### src/rtl/alu_multicycle.sv
// Multicycle ALU with a valid/ready handshake on both sides.
// SLL runs one bit per cycle in SHIFT; all other operations finish in one cycle.
module alu_multicycle #(
  parameter int WIDTH   = 32,
  parameter int SHAMT_W = 5
) (
  input  logic             clk,
  input  logic             rst,
  input  logic             in_valid,
  output logic             in_ready,
  input  logic [2:0]       ALUControl,
  input  logic [WIDTH-1:0] SrcA,
  input  logic [WIDTH-1:0] SrcB,
  output logic             out_valid,
  input  logic             out_ready,
  output logic [WIDTH-1:0] ALUResult,
  output logic             Zero
);

  typedef enum logic [1:0] {IDLE, SHIFT, DONE} state_t;

  state_t             state, state_next;
  logic [WIDTH-1:0]   work, work_next, work_shl;
  logic [WIDTH-1:0]   op_result, result_next;
  logic [SHAMT_W-1:0] cnt, cnt_next, shamt;
  logic               zero_next, lt;

  assign shamt    = SrcB[SHAMT_W-1:0];
  assign work_shl = {work[WIDTH-2:0], 1'b0};
  assign lt       = $signed(SrcA) < $signed(SrcB);

  // Single-cycle results; SLL only reaches this path with a zero shift amount.
  always_comb begin
    op_result = '0;
    case (ALUControl)
      3'b000:  op_result = SrcA + SrcB;
      3'b001:  op_result = SrcA - SrcB;
      3'b010:  op_result = SrcA & SrcB;
      3'b011:  op_result = SrcA | SrcB;
      3'b100:  op_result = SrcA;
      3'b101:  op_result = {{(WIDTH-1){1'b0}}, lt};
      default: op_result = '0;
    endcase
  end

  always_comb begin
    state_next  = state;
    work_next   = work;
    cnt_next    = cnt;
    result_next = ALUResult;
    zero_next   = Zero;
    in_ready    = 1'b0;
    out_valid   = 1'b0;
    case (state)
      IDLE: begin
        in_ready = 1'b1;
        if (in_valid) begin
          if (ALUControl == 3'b100 && shamt != '0) begin
            work_next  = SrcA;
            cnt_next   = shamt;
            state_next = SHIFT;
          end else begin
            result_next = op_result;
            zero_next   = (op_result == '0);
            state_next  = DONE;
          end
        end
      end
      SHIFT: begin
        work_next = work_shl;
        cnt_next  = cnt - SHAMT_W'(1);
        if (cnt == SHAMT_W'(1)) begin
          result_next = work_shl;
          zero_next   = (work_shl == '0);
          state_next  = DONE;
        end
      end
      DONE: begin
        out_valid = 1'b1;
        if (out_ready) state_next = IDLE;
      end
      default: state_next = IDLE;
    endcase
  end

  always_ff @(posedge clk or posedge rst) begin
    if (rst) begin
      state     <= IDLE;
      work      <= '0;
      cnt       <= '0;
      ALUResult <= '0;
      Zero      <= 1'b0;
    end else begin
      state     <= state_next;
      work      <= work_next;
      cnt       <= cnt_next;
      ALUResult <= result_next;
      Zero      <= zero_next;
    end
  end

endmodule

### config.mk
export PLATFORM = sky130hd
export DESIGN_NAME = alu_multicycle
export DESIGN_NICKNAME = d
export VERILOG_FILES = /design/src/rtl/alu_multicycle.sv
export SDC_FILE = /design/constraint.sdc
export NUM_CORES = 1
export LEC_CHECK = 0
export CAP_MARGIN = 30
export CORE_ASPECT_RATIO = 1.4
export CORE_MARGIN = 4
export CORE_UTILIZATION = 35
export DETAILED_ROUTE_END_ITERATION = 12
export GPL_ROUTABILITY_DRIVEN = 0
export PLACE_DENSITY = 0.59
export SLEW_MARGIN = 20
export SYNTH_ARGS = -nofsm -noshare
export SYNTH_HDL_FRONTEND = slang
export SYNTH_SLANG_ARGS = --single-unit
### constraint.sdc
create_clock -name clk -period 9.6 [get_ports clk]
set_clock_uncertainty 0.1 [all_clocks]
set_input_delay 1.44 -clock clk [delete_from_list [all_inputs] [get_ports clk]]
set_output_delay 1.44 -clock clk [all_outputs]
set_load 0.01 [all_outputs]
==> flow_metrics.py <==
metrics = {
    "power_and_ir_drop": {
        "power_frac_comb_pct": 42.7,
        "ir_drop_uv": 88.3,
        "p_switching_uw": 636,
        "seqPwrFrac_pct": 33.1,
        "leakage_uw": 0.00430,
        "powerDensity_nw_per_um2": 164,
        "p_int_uw": 1010,
        "swShare_pct": 38.5,
        "clockPowerShare_pct": 24.2,
    },
    "worst_setup_path": {
        "max_stage_delay_ns": 0.61,
        "worstSetupPathType": "input port to flop",
        "required_ns": 9.78,
        "cp-end-kind": "flop",
        "worstPathMaxFanout": 8,
        "r2r_slack_ns": 5.10,
        "worst_setup_path_start_kind": "input port",
        "ff2ff_path_depth": 14,
        "critPathSlowestCell": "nor3_1",
        "cpMostUsedCell": "or4_1",
        "timing.rr.start": "cnt[1]",
        "arrival_ns": 6.37,
        "regToRegEndpoint": "Zero",
        "cp_cell_sequence": "clkdlybuf4s50_1, inv_1, ha_1, nor3b_1, nor3_1, nand2_4, xnor2_1, a221o_1, or4_1, a211oi_1, nand4_1, or4_1, or4_1, nor4_1, a31o_1",
    },
    "yosys": {
        "yosysWarnings": 0,
        "async_flop_share_pct": 100,
        "avgSynthCellArea_um2": 7.41,
        "synth_edf_count": 0,
        "syn_area_um2": 8360,
        "ys.flop_type": "dfrtp_1",
        "synth_nets": 1306,
        "ys_ff_latch": 71,
        "syn_inst": 1128,
        "ys_seq_area_share_pct": 21.3,
        "yosys.cell_types.count": 68,
    },
    "detailed_routing": {
        "firstDrtPassIters": 7,
        "drtIter0Drc": 853,
        "postRouteAntennaNets": 0,
        "vias_per_cell": 5.93,
        "finalWirelength_um": 31000,
        "wl_per_cell_um": 20.7,
        "drc": 0,
        "num_vias": 8904,
    },
    "sta": {
        "final.period_utilization_pct": 64.5,
        "finalMaxSlewViolations": 0,
        "rsz0062_at_grt": "false",
        "setup_tns_ns": 0,
        "hold_viol_final": 0,
        "finalSetupViolations": 0,
        "hold_ws_ns": 0.375,
        "max_freq_mhz": 162,
        "fin_crit_ns": 6.19,
        "slew_headroom_pct": 35.1,
        "worst_slew_pin_slew_ns": 0.960,
    },
    "finish": {
        "nets": 1368,
        "syn_to_final_growth_pct": 20.2,
        "diodes": 0,
        "layout_commonest_cell": "nand2_1",
        "regArea_um2": 1780,
        "multi_input_area_um2": 5980,
        "final_cell_mix": "nand2_1 (127), a21oi_1 (116), ha_1 (105), clkdlybuf4s50_1 (104), inv_1 (92)",
        "fillCellCount": 2430,
        "layout-drive-gt1-share_pct": 5.77,
    },
    "clock_network": {
        "htreeDepth": 3,
        "clk_pin_slew_ns": 0.06,
        "cts_setup_buffers": 0,
        "cts_num_sinks": 71,
        "cts_tree": "done",
        "clock_path_buffers": 2,
        "root_buffer": "clkbuf_16",
        "cts-buffers-inserted": 9,
        "cts_hold_buf": 0,
        "clkLatencyLatePin_ns": 0.34,
        "cts_resized": 0,
    },
    "floorplanning": {
        "core_um2": 23400,
        "initial_core_util_pct": 35.8,
        "die_h_um": 191,
        "dieArea_um2": 26500,
        "num_rows": 66,
        "die_w_um": 139,
        "ios": 106,
    },
    "job": {
        "cap_viol_max_count": 0,
    },
    "hold_path": {
        "worstHoldStart": "ALUResult[13]",
        "holdCritPathClass": "flop to flop",
        "holdPathStages": 1,
        "whs_endpoint": "ALUResult[13]",
    },
    "global_route": {
        "grt_pass1_wl_um": 47500,
        "grt_pass1_vias": 8341,
        "antenna_found_initial": 0,
        "grt_max_degree": 72,
        "overflow": 0,
        "track_usage_pct": 22.4,
    },
    "run_status": {
        "status": "completed",
    },
    "placed_design": {
        "hpwl_um": 23800,
        "io_buffers": 105,
    },
}
how the worst max path moves through the flow:
stage | end | start | cells past startpoint
floorplan | Zero | SrcA[2] | 14
global placement | Zero | SrcA[7] | 15
detailed placement | Zero | SrcA[7] | 15
CTS | Zero | SrcA[7] | 15
global route | ALUResult[31] | SrcA[7] | 16
finish | Zero | SrcB[3] | 15
worst max-delay path, delay by kind of cell:
family / cells / cell delay, ns
buffers and inverters: 2 / 0.67
XOR/XNOR: 1 / 0.16
adder cells (fa/ha/maj): 1 / 0.45
AO/OA/AOI/OAI: 3 / 0.79
AND/OR/NAND/NOR: 8 / 2.87
cells in the mapped netlist (all sizes together) (8+ instances only):
master | number | area share [%]
a211oi | 14 | 1.3
a21o | 13 | 1.2
a21oi | 117 | 7.0
a22oi | 32 | 2.9
a31oi | 37 | 2.8
buf | 13 | 0.84
clkbuf | 58 | 2.6
dfrtp | 71 | 21
ha | 105 | 16
inv | 93 | 4.2
mux2 | 14 | 1.9
nand2 | 128 | 5.8
nand2b | 12 | 0.90
nand3 | 20 | 1.2
nand4 | 16 | 1.2
nor2 | 78 | 3.5
nor2b | 13 | 0.97
nor3 | 21 | 1.3
nor4 | 13 | 0.97
o211ai | 15 | 1.4
o21ai | 66 | 4.0
o21bai | 8 | 0.72
o221ai | 11 | 1.2
o22ai | 26 | 1.9
o31ai | 13 | 1.2
xnor2 | 22 | 2.3
flip-flops by register name, indices dropped and copies added, names as in the netlist:
signal     flops
cnt            5
ALUResult     32
work          31
Zero           1
state          2
routing by layer:
metal / vias up / wire length (um) / GRT usage [%]
li1: 4204 / - / -
met3: 61 / 1580 / 2.06
met2: 358 / 15200 / 39.1
met5: - / 0 / 0
met1: 4281 / 13100 / 28.9
met4: 0 / 1080 / 7.94
logic make-up after synthesis:
logic type,Yosys count,share of synthesized area [%]
muxes,17,2.24
AOI/OAI and AO/OA,401,30.6
DFF,71,21.3
adders and majority gates,107,16.2
xor gates and xnor gates,28,2.93
buffers and inverters,164,7.62
and+or+nand+nor,340,19.2
power by group through the flow:
stage	combinational [uW]	clock [uW]	sequential, uW
after floorplan	403	0	528
after global placement	688	0	545
after detailed placement	696	0	548
after CTS	700	405	544
after global routing	771	420	559
final	705	400	546
metrics by stage:
stage          total power [uW]  cells  worst slack (ns)  utilization (%)  instance area, um2
4_1_cts                    1650   1499              3.18             42.9               10000
3_5_place_dp               1240   1483              2.85             41.4                9670
3_3_place_gp               1230   1481              3.04             41.2                9630
5_1_grt                    1750   1501              3.12             43.0               10100
2_1_floorplan               931   1128              4.42                -                8360
6_report                   1650   1501              3.41             43.0               10100
final cells by class:
cell class,instances,share of cell area [%]
repair buffers,122,12.0
inverters,93,3.47
clock inverters,6,1.15
clock buffers,10,2.38
well taps,306,3.81
multi-input cells,893,59.5
flip-flops and latches,71,17.7
No activity file was read; power rests on OpenSTA's default activity.
